`src/rtl/rr_arbiter8_pkg.sv`:
```
// Shared types and constants for the eight-way round-robin arbiter.
package arb_pkg;

  localparam int ARB_N            = 8;
  localparam int ARB_IDW          = 3;
  localparam int ARB_MAX_HOLD_DEF = 16;

  typedef enum logic {
    ST_IDLE  = 1'b0,
    ST_GRANT = 1'b1
  } arb_state_e;

  // One-hot decode of a requester index.
  function automatic logic [ARB_N-1:0] id2onehot(input logic [ARB_IDW-1:0] id);
    logic [ARB_N-1:0] v;
    v = 8'h01 << id;
    return v;
  endfunction

endpackage

```
`src/rtl/rr_arbiter8_if.sv`:
```
// Requester/grant bundle between the requester ports and the arbiter.
interface rr_arbiter8_if;
  import arb_pkg::*;

  logic [ARB_N-1:0]   req;
  logic [ARB_N-1:0]   gnt;
  logic [ARB_IDW-1:0] gnt_id;
  logic               gnt_valid;
  logic               timeout;

  modport master (
    output req,
    input  gnt,
    input  gnt_id,
    input  gnt_valid,
    input  timeout
  );

  modport slave (
    input  req,
    output gnt,
    output gnt_id,
    output gnt_valid,
    output timeout
  );

endinterface

```
`src/rtl/rr_arbiter8_pick.sv`:
```
// Combinational rotating-priority picker: lowest masked request at or above ptr, wrapping.
module rr_pick
  import arb_pkg::*;
(
  input  logic [ARB_N-1:0]   req,
  input  logic [ARB_N-1:0]   mask,
  input  logic [ARB_IDW-1:0] ptr,
  output logic               any,
  output logic [ARB_IDW-1:0] idx,
  output logic [ARB_N-1:0]   onehot
);

  logic [ARB_N-1:0]   masked_s;
  logic [ARB_N-1:0]   rot_s;
  logic [ARB_IDW-1:0] enc_s;
  logic               found_s;

  assign masked_s = req & ~mask;

  // Rotate so that bit ptr lands at position 0.
  always_comb begin
    rot_s = 8'h00;
    for (int i = 0; i < ARB_N; i++) begin
      logic [ARB_IDW-1:0] src;
      src      = ptr + ARB_IDW'(i);
      rot_s[i] = masked_s[src];
    end
  end

  // Priority-encode the lowest set bit of the rotated vector.
  always_comb begin
    enc_s   = 3'd0;
    found_s = 1'b0;
    for (int i = ARB_N - 1; i >= 0; i--) begin
      if (rot_s[i]) begin
        enc_s   = ARB_IDW'(i);
        found_s = 1'b1;
      end else begin
        enc_s   = enc_s;
        found_s = found_s;
      end
    end
  end

  assign any    = found_s;
  assign idx    = enc_s + ptr;
  assign onehot = found_s ? id2onehot(idx) : 8'h00;

endmodule

```
`src/rtl/rr_arbiter8.sv`:
```
// Eight-way round-robin arbiter with hold-until-release grants.
// Optional grant watchdog compiled in with RR_ARB_TIMEOUT_EN.
module rr_arbiter8
  import arb_pkg::*;
#(
  parameter int MAX_HOLD = ARB_MAX_HOLD_DEF
) (
  input logic          clk,
  input logic          rst_n,
  rr_arbiter8_if.slave bus
);

  if ((MAX_HOLD < 2) || (MAX_HOLD > 255)) begin : g_bad_max_hold
    $error("rr_arbiter8: MAX_HOLD out of range 2..255");
  end

  arb_state_e         state_r, state_nxt_s;
  logic [ARB_IDW-1:0] ptr_r, ptr_nxt_s;
  logic [ARB_N-1:0]   gnt_r, gnt_nxt_s;
  logic [ARB_IDW-1:0] gnt_id_r, gnt_id_nxt_s;
  logic               gnt_valid_r, gnt_valid_nxt_s;

  logic               owner_req_s;
  logic               release_s;
  logic               revoke_s;
  logic [ARB_IDW-1:0] pick_ptr_s;
  logic [ARB_N-1:0]   pick_mask_s;
  logic               pick_any_s;
  logic [ARB_IDW-1:0] pick_idx_s;
  logic [ARB_N-1:0]   pick_onehot_s;

  assign owner_req_s = bus.req[gnt_id_r];
  assign release_s   = (state_r == ST_GRANT) && !owner_req_s;

`ifdef RR_ARB_TIMEOUT_EN
  localparam logic [7:0] HOLD_LAST = 8'(MAX_HOLD - 1);

  logic [7:0] hold_cnt_r;
  logic       timeout_r;
  logic       new_grant_s;

  assign revoke_s    = (state_r == ST_GRANT) && owner_req_s && (hold_cnt_r == HOLD_LAST);
  assign new_grant_s = ((state_r == ST_IDLE) || release_s || revoke_s) && pick_any_s;

  // Hold counter restarts on each new owner and counts every cycle the owner keeps the grant.
  always_ff @(posedge clk or negedge rst_n) begin
    if (!rst_n) begin
      hold_cnt_r <= 8'd0;
      timeout_r  <= 1'b0;
    end else begin
      timeout_r <= revoke_s;
      if (new_grant_s) begin
        hold_cnt_r <= 8'd0;
      end else if (state_nxt_s == ST_GRANT) begin
        hold_cnt_r <= hold_cnt_r + 8'd1;
      end else begin
        hold_cnt_r <= 8'd0;
      end
    end
  end

  assign bus.timeout = timeout_r;
`else
  assign revoke_s    = 1'b0;
  assign bus.timeout = 1'b0;
`endif

  // On a hand-off the pointer moves past the departing owner before the re-pick.
  assign pick_ptr_s  = (release_s || revoke_s) ? (gnt_id_r + 3'd1) : ptr_r;
  assign pick_mask_s = revoke_s ? id2onehot(gnt_id_r) : 8'h00;

  rr_pick u_pick (
    .req    (bus.req),
    .mask   (pick_mask_s),
    .ptr    (pick_ptr_s),
    .any    (pick_any_s),
    .idx    (pick_idx_s),
    .onehot (pick_onehot_s)
  );

  // Next-state and next-output decision.
  always_comb begin
    state_nxt_s     = state_r;
    ptr_nxt_s       = ptr_r;
    gnt_nxt_s       = gnt_r;
    gnt_id_nxt_s    = gnt_id_r;
    gnt_valid_nxt_s = gnt_valid_r;
    case (state_r)
      ST_IDLE: begin
        if (pick_any_s) begin
          state_nxt_s     = ST_GRANT;
          gnt_nxt_s       = pick_onehot_s;
          gnt_id_nxt_s    = pick_idx_s;
          gnt_valid_nxt_s = 1'b1;
        end else begin
          state_nxt_s     = ST_IDLE;
          gnt_nxt_s       = 8'h00;
          gnt_id_nxt_s    = 3'd0;
          gnt_valid_nxt_s = 1'b0;
        end
      end
      ST_GRANT: begin
        if (release_s || revoke_s) begin
          ptr_nxt_s = pick_ptr_s;
          if (pick_any_s) begin
            state_nxt_s     = ST_GRANT;
            gnt_nxt_s       = pick_onehot_s;
            gnt_id_nxt_s    = pick_idx_s;
            gnt_valid_nxt_s = 1'b1;
          end else begin
            state_nxt_s     = ST_IDLE;
            gnt_nxt_s       = 8'h00;
            gnt_id_nxt_s    = 3'd0;
            gnt_valid_nxt_s = 1'b0;
          end
        end else begin
          state_nxt_s     = ST_GRANT;
          gnt_nxt_s       = gnt_r;
          gnt_id_nxt_s    = gnt_id_r;
          gnt_valid_nxt_s = gnt_valid_r;
        end
      end
      default: begin
        state_nxt_s     = ST_IDLE;
        ptr_nxt_s       = 3'd0;
        gnt_nxt_s       = 8'h00;
        gnt_id_nxt_s    = 3'd0;
        gnt_valid_nxt_s = 1'b0;
      end
    endcase
  end

  // State, pointer and output registers.
  always_ff @(posedge clk or negedge rst_n) begin
    if (!rst_n) begin
      state_r     <= ST_IDLE;
      ptr_r       <= 3'd0;
      gnt_r       <= 8'h00;
      gnt_id_r    <= 3'd0;
      gnt_valid_r <= 1'b0;
    end else begin
      state_r     <= state_nxt_s;
      ptr_r       <= ptr_nxt_s;
      gnt_r       <= gnt_nxt_s;
      gnt_id_r    <= gnt_id_nxt_s;
      gnt_valid_r <= gnt_valid_nxt_s;
    end
  end

  assign bus.gnt       = gnt_r;
  assign bus.gnt_id    = gnt_id_r;
  assign bus.gnt_valid = gnt_valid_r;

endmodule

```
`src/flat_wrapper.sv`:
```
// flat-port wrapper written by rule: the top's interface ports become plain ports
module rr_arbiter8_flat import arb_pkg::*;
#(
  parameter int MAX_HOLD = ARB_MAX_HOLD_DEF
)
  (clk, rst_n, bus_req, bus_gnt, bus_gnt_id, bus_gnt_valid, bus_timeout);
  rr_arbiter8_if bus_i ();
  input logic clk;
  input logic rst_n;
  input wire logic [$bits(bus_i.req)-1:0] bus_req;
  output wire logic [$bits(bus_i.gnt)-1:0] bus_gnt;
  output wire logic [$bits(bus_i.gnt_id)-1:0] bus_gnt_id;
  output wire logic [$bits(bus_i.gnt_valid)-1:0] bus_gnt_valid;
  output wire logic [$bits(bus_i.timeout)-1:0] bus_timeout;
  assign bus_i.req = bus_req;
  assign bus_gnt = bus_i.gnt;
  assign bus_gnt_id = bus_i.gnt_id;
  assign bus_gnt_valid = bus_i.gnt_valid;
  assign bus_timeout = bus_i.timeout;
  rr_arbiter8 #(.MAX_HOLD(MAX_HOLD)) u_core (.clk(clk), .rst_n(rst_n), .bus(bus_i));
endmodule
```
`config.mk`:
```
export PLATFORM = sky130hd
export DESIGN_NAME = rr_arbiter8_flat
export DESIGN_NICKNAME = d
export VERILOG_FILES = /design/src/rtl/rr_arbiter8_pkg.sv /design/src/rtl/rr_arbiter8_if.sv /design/src/rtl/rr_arbiter8_pick.sv /design/src/rtl/rr_arbiter8.sv /design/src/flat_wrapper.sv
export SDC_FILE = /design/constraint.sdc
export NUM_CORES = 1
export LEC_CHECK = 0
export CORE_AREA = 2 2 58 60
export DETAILED_ROUTE_END_ITERATION = 7
export DIE_AREA = 0 0 60 62
export PLACE_DENSITY = 0.74
export SYNTH_ARGS = -nofsm -noshare
export SYNTH_HDL_FRONTEND = slang
export SYNTH_SLANG_ARGS = --single-unit
```
`constraint.sdc`:
```
create_clock -name clk -period 5.7 [get_ports clk]
set_input_delay 1.14 -clock clk [delete_from_list [all_inputs] [get_ports clk]]
set_output_delay 1.14 -clock clk [all_outputs]
set_load 0.01 [all_outputs]
```
==> impl_results.md, run 1 <==
* Final #Nets at 186
* FF+latch area at about 400 sq um
* Share of layout cells above drive strength 1 at 0.180
* Cell family contributing the most delay on the critical path: multiplexers
* Post-CTS setup buffer count at 0
* CP max stage cell: clkdlybuf4s50_1
* Longest Clk Path Bufs at 2
* Peak Freq at around 0.19 GHz
* Status: finished, final reports clean
* Mapped cell area at 0.00154 sq mm
* Port Buffer Count at 21
* Synthesis Warnings at 0
* CP most frequent cell: mux2i_1
* Dpl cells at approximately 210
* DRT iter0 DRCs at between 60 and 70
* CTS sink count at 16
* Post-route setup TNS at 0 ns
* Core ar. at ~0.0032 sq mm
* Slew @ Worst Pin at between 0.6 and 0.7 ns
* Final period util at 0.935
* Cell count after synthesis at 148
* Initial antenna violation count at 0
* Post-route DRC at 0
* Synth top area cells: dfrtp_1 26%, mux2i_1 11%, mux4_2 7.3%
* Horiz. Die Dim at approximately 60 microns
* Die area at ~0.0037 sq mm
* Chip height at between 60 and 70 microns
* Worst Setup Start Kind: primary input
* Critical path data arrival time at between 5 and 6 ns
* Ys flop type: dfrtp_1
* CP endpoint kind: flop
* Initial Util at 0.483
* Cell Rows at 21
* Vias/cell at 5.89
* Crit path depth at 16
* Largest net degree at the start of global routing at 18
* CTS root buffer: clkbuf_4
* Non-Filler Instances at ~220
* Post-DRT Antenna Nets at 0
* Syn avg cell area at roughly 10 sq um
* Final setup fails at 0
* DRT Pass-1 Iters at 4
* Crit Path Max Fanout at 6
* P&R area growth vs syn at 19.1%
* Fin. Hold Viols at 0
* WL/cell at ~15 microns
* Syn Nets at between 150 and 200
* CP required at 5.92 ns
* FF+latch count, synth at 16
* Area leader, netlist: dfrtp_1
* Synth async-reset ratio at 1.00
* Fin crit period at between 5 and 6 ns
* Critical path class: primary input to flop
* # resized after CTS at 0
* Clk Latency, worst-skew pair at around 0.28 ns
* Seq/Total Area, Yosys at 0.261
* Distinct cells, synth at 43
* Overflow after GRT at 0
* Hold path cells at 1
* I/O pin count at 23
* Final Max Slew Viols at 0
* Hold buffer count at CTS at 0
* Tot GR Track Use at 0.190
* DP HPWL at about 2800 microns
* Vias in the first global route at between 1k and 1.5k
* EDFF count, synth at 0
* Max cap viols at 0
* Via count at 1284
* CTS tree: built
* Post-synth top area share at 0.261
* First-pass GRT wire length at about 5400 microns
* CP max stage delay at around 0.54 ns
* R2R cell count at 15
* Cts bufs inserted at 3
* Detailed Route WL at around 3300 microns
* Antenna cell count at 0
* Routability cong. at ~0.8
* RSZ-0062 raised after global routing: no
* H-tree depth at 1
* CTS clk-pin slew, worst paths at 0.09 ns
* Worst hold path class: flop to flop
* CP bufs+invs at 1
* Crit path cell chain: clkdlybuf4s50_1, mux2i_1, a22o_1, o21ai_4, mux2_2, ha_1, xnor2_2, mux4_2, a31o_1, and4_4, a211oi_4, nand2b_1, fa_1, xnor2_1, mux2i_1, a32o_1
* Worst clock skew at between 0.001 and 0.0015 ns
* Worst rel slew slack at 0.550
* Fill cells at between 200 and 300
* Footprint of the multi-input gates at ~0.0010 sq mm
-- routing by layer --
| metal | vias up | GRT usage | part of all wire |
|---|---|---|---|
| met5 | - | 0 | 0 |
| met4 | 0 | 0.0317 | 0.0073 |
| met3 | 2 | 0.0186 | 0.024 |
| met2 | 27 | 0.345 | 0.52 |
| met1 | 644 | 0.250 | 0.45 |
| li1 | 611 | - | - |
-- Yosys cell counts (3+ instances only) --
library cell   n
dfrtp_1       16
mux2_2         4
and2_1         3
inv_1         11
mux2i_1       17
nand2_1        4
mux4_2         5
nand2b_1       3
a211oi_1      10
a32o_1         8
nor2_1         6
nor2b_1        6
a22o_1         3
xnor2_1        4
buf_6          3
a21oi_1        6
-- cells by family after synthesis --
logic type / Yosys count / share of synthesized area
compound gates: 45 / 0.258
fa+ha+maj: 3 / 0.0293
mux: 27 / 0.222
simple gates: 30 / 0.110
other cells: 1 / 0.00244
flops: 16 / 0.261
buf+inv: 18 / 0.0619
xor+xnor: 8 / 0.0554
-- layout by cell type, fill, tap and decap left out, drive strengths merged, types with 3 or more instances in the layout --
cell type      instances
a21oi                  8
clkbuf                 4
buf                    5
nor2                   6
xnor2                  5
inv                   11
clkdlybuf4s50         21
and2                   3
dfrtp                 16
nand2b                 3
a22o                   3
mux2                   4
mux2i                 18
mux4                   5
a211oi                13
nor2b                  6
and4                   3
a32o                   8
nand2                  4
xor2                   3
-- state kept, by name (all words and copies together), names as in the netlist --
name and cells:
u_core.ptr_r 3, u_core.bus.gnt_valid 1, u_core.bus.gnt 8, u_core.bus.gnt_id 3, u_core.state_r 1
-- path summary, 6_finish.rpt --
| path | from | endpoint | slack (ns) |
|---|---|---|---|
| max | bus_req[7] | u_core.bus.gnt[6] | 0.37 |
| min | u_core.bus.gnt[1] | u_core.bus.gnt[1] | 0.50 |
| max reg2reg | u_core.bus.gnt_id[0] | u_core.bus.gnt[6] | 1.10 |
| min reg2reg | u_core.bus.gnt[1] | u_core.bus.gnt[1] | 0.50 |
| max in group asynchronous | rst_n | u_core.bus.gnt[0] | 4.01 |
| min in group asynchronous | rst_n | u_core.ptr_r[1] | 1.26 |
-- final cells by class --
type	instances	share of cell area
clock buffers	4	0.0198
inverters	12	0.0253
multi-input cells	114	0.569
flip-flops and latches	16	0.219
well taps	46	0.0315
repair buffers	26	0.135
-- per-stage QoR --
step	worst slack, ns	util	hold slack, ns	cell area [sq um]
2_1_floorplan	0.855	-	0.532	1540
3_3_place_gp	0.208	0.564	0.484	1790
3_5_place_dp	0.0957	0.564	0.484	1790
4_1_cts	0.369	0.575	0.505	1830
5_1_grt	0.180	0.575	0.541	1830
6_report	0.371	0.575	0.502	1830
Power of run 1 is not shown: default switching activity piles up to over one toggle a cycle in this logic, so the estimate is an artifact.
==> run 2, diff against run 1 <==
Settings changed: REMOVE_ABC_BUFFERS set to 1.
==> impl_results.md, run 2 (synthesis results as in run 1) <==
* CTS root buffer: clkbuf_4
* Port Buffer Count at 21 (unchanged)
* Met1 GRT Util at 0.301 (+0.0502)
* Worst rel slew slack at 0.536 (-0.0136)
* CP endpoint kind: flop
* Clk Latency, worst-skew pair at 0.29 ns (about the same)
* Post-route setup TNS at 0 ns (unchanged)
* Final Max Slew Viols at 0 (unchanged)
* DRT iter0 DRCs at 36 (-42%)
* Cts bufs inserted at 3 (unchanged)
* Vias in the first global route at 1244 (+0.89%)
* Status: finished, final reports clean
* H-tree depth at 1 (unchanged)
* FF+latch area at 400 sq um (unchanged)
* Fin crit period at 5.36 ns (+0.0286 ns)
* DP HPWL at 2810 microns (+1.1%)
* Hold Path Sink: u_core.bus.gnt[5]
* Most frequent cells in the layout: 21 x clkdlybuf4s50_1, 17 x mux2i_1, 16 x dfrtp_1, 11 x inv_1, 10 x a211oi_1
* # resized after CTS at 0 (unchanged)
* Post-DRT Antenna Nets at 0 (unchanged)
* Peak Freq at 0.187 GHz (-0.53%)
* Hold path cells at 1 (unchanged)
* Initial antenna violation count at 0 (unchanged)
* First-pass GRT wire length at 5970 microns (+10%)
* CTS tree: built
* WL/cell at 16.0 microns (+5.7%)
* Core ar. at 0.00318 sq mm (unchanged)
* Die area at 0.00372 sq mm (unchanged)
* Flop-to-flop setup slack at 1.06 ns (-0.04 ns)
* R2R cell count at 15 (unchanged)
* Overflow after GRT at 0 (unchanged)
* Critical path class: primary input to flop
* Fill cells at 292 (+11%)
* Met3 Usage GRT at 0.0248 (+0.00621)
* Critical path data arrival time at 5.59 ns (+0.04 ns)
* Hold Crit Start: u_core.bus.gnt[5]
* CP required at 5.93 ns (about the same)
* Final period util at 0.940 (+0.00502)
* Reg-to-reg startpoint: u_core.bus.gnt_id[0]
* Post-route DRC at 0 (unchanged)
* Fin. Hold Viols at 0 (unchanged)
* Longest Clk Path Bufs at 2 (unchanged)
* Footprint of the multi-input gates at 0.00104 sq mm (unchanged)
* Final #Nets at 186 (unchanged)
* I/O pin count at 23 (unchanged)
* Slew @ Worst Pin at 0.693 ns (+0.0204 ns)
* Worst hold path class: flop to flop
* Vias/cell at 5.76 (-2.3%)
* P&R area growth vs syn at 19.1% (unchanged)
* Number of flip-flops in the largest register at 8 (unchanged)
* Max cap viols at 0 (unchanged)
* Commonest non-fill, non-tap cell in the layout: clkdlybuf4s50_1
* Chip height at 62 microns (unchanged)
* Most Used Layer, Global Route: met2
* DRT Pass-1 Iters at 4 (unchanged)
* Post-CTS setup buffer count at 0 (unchanged)
* RSZ-0062 raised after global routing: no
* Met2 Use GR at 0.346 (+0.00155)
* Hold buffer count at CTS at 0 (unchanged)
* Reg-to-reg endpoint: u_core.bus.gnt[0]
* Share of layout cells above drive strength 1 at 0.180 (unchanged)
* Routability cong. at 0.794 (-0.56%)
* Worst Setup Start Kind: primary input
* Largest net degree at the start of global routing at 18 (unchanged)
* Worst clock skew at 0.00153 ns (+0.000276 ns)
* Detailed Route WL at 3480 microns (+5.7%)
* Cell Rows at 21 (unchanged)
* CTS sink count at 16 (unchanged)
* CTS clk-pin slew, worst paths at 0.09 ns (about the same)
* Initial Util at 0.483 (unchanged)
* Antenna cell count at 0 (unchanged)
* Final setup fails at 0 (unchanged)
* Tot GR Track Use at 0.210 (+0.0200)
* Horiz. Die Dim at 60 microns (unchanged)
* Via count at 1255 (-2.3%)
* Crit Path Max Fanout at 6 (unchanged)
## run 2: cell counts in the layout (fill, tap and decap cells not counted)
Identical to the previous run, type by type.
## run 2: how the worst max path moves through the flow
stage                     depth (start not counted)       start  slack (ns)                 to
after floorplan                                  14  bus_req[7]        0.68  u_core.bus.gnt[4]
after global placement                           16  bus_req[7]        0.21  u_core.bus.gnt[6]
after detailed placement                         16  bus_req[7]        0.08  u_core.bus.gnt[4]
after CTS                                        16  bus_req[7]        0.34  u_core.bus.gnt[0]
after global routing                             16  bus_req[7]        0.06  u_core.bus.gnt[5]
final                                            16  bus_req[7]        0.34  u_core.bus.gnt[0]
## run 2: metal layers
layer	part of all wire	vias to the layer above	routed length (microns)
met2	0.49	20	1720
met5	0	-	0
li1	-	611	-
met4	0.0029	0	10
met1	0.48	622	1690
met3	0.018	2	63
## run 2: area by class of cell
class	count	area share
clock buffer	4	0.0198
inverter	12	0.0253
multi-input combinational	114	0.569
sequential	16	0.219
tap	46	0.0315
timing repair buffer	26	0.135
## run 2: worst max-delay path: stages
cell             delay (ns)
clkdlybuf4s50_1        0.55
mux2i_1                0.15
a22o_1                 0.28
o21ai_4                0.16
mux2_2                 0.41
ha_1                   0.23
xnor2_2                0.28
mux4_2                 0.54
a31o_1                 0.20
and4_4                 0.20
a211oi_4               0.24
nand2b_1               0.17
fa_1                   0.19
xnor2_1                0.18
mux2i_1                0.41
a32o_1                 0.24
## run 2: per-stage QoR
step                instance area (sq um)   util  setup slack [ns]  hold slack (ns)  cells
floorplan                            1490      -             0.679            0.532    142
global placement                     1790  0.564             0.206            0.482    214
detailed placement                   1790  0.564            0.0768            0.481    214
CTS                                  1830  0.575             0.340            0.502    218
global route                         1830  0.575            0.0591            0.527    218
finish                               1830  0.575             0.342            0.496    218
Power of run 2 is left out for the same reason.
==> run 3, diff against run 2 <==
Settings changed: GPL_TIMING_DRIVEN set to 0.
Clock period 5.7 ns to 5.55 ns, I/O delays scaled along.
==> impl_results.md, run 3 (synthesis results as in run 1) <==
* Met3 Usage GRT at 0.0393 (+0.0145)
* Met1 GRT Util at 0.267 (-0.0339)
* Critical path class: primary input to flop
* CP max stage cell: clkdlybuf4s50_1
* Most Used Layer, Global Route: met2
* DP HPWL at 2670 microns (-4.8%)
* Worst rel slew slack at 0.313 (-0.223)
* Post-DRT Antenna Nets at 0 (unchanged)
* Clk Latency, worst-skew pair at 0.28 ns (about the same)
* DRT Pass-1 Iters at 4 (unchanged)
* DRT iter0 DRCs at 83 (+130%)
* Longest Clk Path Bufs at 2 (unchanged)
* Most frequent cells in the layout: 21 x clkdlybuf4s50_1, 16 x dfrtp_1, 14 x mux2i_1, 11 x inv_1
* Initial antenna violation count at 0 (unchanged)
* Fin. Hold Viols at 0 (unchanged)
* Vias in the first global route at 1207 (-3.0%)
* CTS clk-pin slew, worst paths at 0.09 ns (about the same)
* Final period util at 0.966
* Largest net degree at the start of global routing at 18 (unchanged)
* First-pass GRT wire length at 5550 microns (-7.1%)
* Hold buffer count at CTS at 0 (unchanged)
* Port Buffer Count at 21 (unchanged)
* Met2 Use GR at 0.329 (-0.0171)
* Pre-CTS setup slack at -0.430 ns (-0.506 ns)
* Final setup fails at 0 (unchanged)
* WL/cell at 15.6 microns (-2.4%)
* CTS sink count at 16 (unchanged)
* Fin crit period at between 5 and 6 ns
* CP max stage delay at 0.55 ns (about the same)
* Fill cells at 258 (-12%)
* Crit Path Max Fanout at 6 (unchanged)
* Die area at 0.00372 sq mm (unchanged)
* Slew @ Worst Pin at 1.02 ns (+0.331 ns)
* Peak Freq at roughly 0.19 GHz
* Initial Util at 0.483 (unchanged)
* Routability cong. at 0.843 (+6.2%)
* Detailed Route WL at 3400 microns (-2.4%)
* H-tree depth at 1 (unchanged)
* Critical path data arrival time at 5.53 ns (-0.06 ns)
* Vias/cell at 5.96 (+3.5%)
* Core ar. at 0.00318 sq mm (unchanged)
* Final #Nets at 186 (unchanged)
* Status: finished, final reports clean
* FF+latch area at 400 sq um (unchanged)
* Horiz. Die Dim at 60 microns (unchanged)
* Worst Setup Start Kind: primary input
* Max cap viols at 0 (unchanged)
* Chip height at 62 microns (unchanged)
* Commonest non-fill, non-tap cell in the layout: clkdlybuf4s50_1
* CP required at 5.72 ns (-0.21 ns)
* Crit path cell chain: clkdlybuf4s50_1, mux2i_1, a22o_1, o21ai_4, mux2_2, ha_1, xnor2_2, mux4_2, a31o_1, and4_4, a211oi_4, nand2b_1, fa_1, nor2b_1, a32o_1
* Worst hold path class: flop to flop
* Worst clock skew at 0.00223 ns (+0.000698 ns)
* Post-route DRC at 0 (unchanged)
* Antenna cell count at 0 (unchanged)
* Tot GR Track Use at 0.197 (-0.0129)
* Final Max Slew Viols at 0 (unchanged)
* CTS root buffer: clkbuf_4
* P&R area growth vs syn at 21.3%
* Overflow after GRT at 0 (unchanged)
* Final worst-path setup slack at 0.191 ns (-0.152 ns)
* Cts bufs inserted at 3 (unchanged)
* Footprint of the multi-input gates at 0.00107 sq mm (+3.2%)
* Share of layout cells above drive strength 1 at 0.215 (+0.0349)
* I/O pin count at 23 (unchanged)
* Number of flip-flops in the largest register at 8 (unchanged)
* Via count at 1299 (+3.5%)
* Cell Rows at 21 (unchanged)
* CP endpoint kind: flop
* CTS tree: built
-- run 3: cell count changes in the layout (fill, tap and decap cells not counted) --
cell	before	now
mux2i_2	1	4
nor3_2	0	1
nor3_1	2	1
a211oi_2	2	4
a21oi_2	2	1
a211oi_1	10	8
a21oi_4	0	1
mux2i_1	17	14
-- run 3: worst max-delay path, delay by kind of cell --
family                   cells  cell delay (ns)
multiplexers                 3             1.12
AND/OR/NAND/NOR              3             0.55
XOR/XNOR                     1             0.27
adder cells (fa/ha/maj)      2             0.68
AO/OA/AOI/OAI                5             1.25
buffers and inverters        1             0.55
-- run 3: area by class of cell --
class / count / area share
clock buffer: 4 / 0.0195
inverter: 12 / 0.0248
multi-input combinational: 114 / 0.577
sequential: 16 / 0.215
tap: 46 / 0.0309
timing repair buffer: 26 / 0.133
-- run 3: path summary, 6_finish.rpt --
kind                       slack [ns]  cells after the start                 start                end
setup / recovery                 0.19                     15            bus_req[5]  u_core.bus.gnt[1]
min in group asynchronous        1.24                      1                 rst_n    u_core.ptr_r[0]
max in group asynchronous        3.88                      1                 rst_n  u_core.bus.gnt[6]
setup reg to reg                 0.88                     14  u_core.bus.gnt_id[0]  u_core.bus.gnt[1]
hold reg to reg                  0.50                      1     u_core.bus.gnt[7]  u_core.bus.gnt[7]
hold / removal                   0.50                      1     u_core.bus.gnt[7]  u_core.bus.gnt[7]
-- run 3: routing by layer --
| layer | vias up | part of all wire |
|---|---|---|
| met3 | 6 | 0.039 |
| met4 | 0 | 0.013 |
| met1 | 650 | 0.45 |
| li1 | 612 | - |
| met2 | 31 | 0.49 |
| met5 | - | 0 |
-- run 3: what timing repair did --
action                                  4_1_cts  5_1_grt
resized for setup                             2        4
setup buffers                                 2        3
pin swaps                                     1        1
endpoints found under the setup margin        9        9
-- run 3: stage by stage --
stage | hold slack, ns | std cells | TNS (ns) | area [sq um] | util
final | 0.499 | 218 | 0 | 1860 | 0.586
after global routing | 0.518 | 218 | -0.00130 | 1860 | 0.586
after CTS | 0.502 | 215 | 0 | 1820 | 0.573
after detailed placement | 0.482 | 209 | -3.66 | 1760 | 0.554
after global placement | 0.481 | 209 | -2.25 | 1760 | 0.552
after floorplan | 0.532 | 142 | 0 | 1490 | -
Power of run 3 is left out for the same reason.
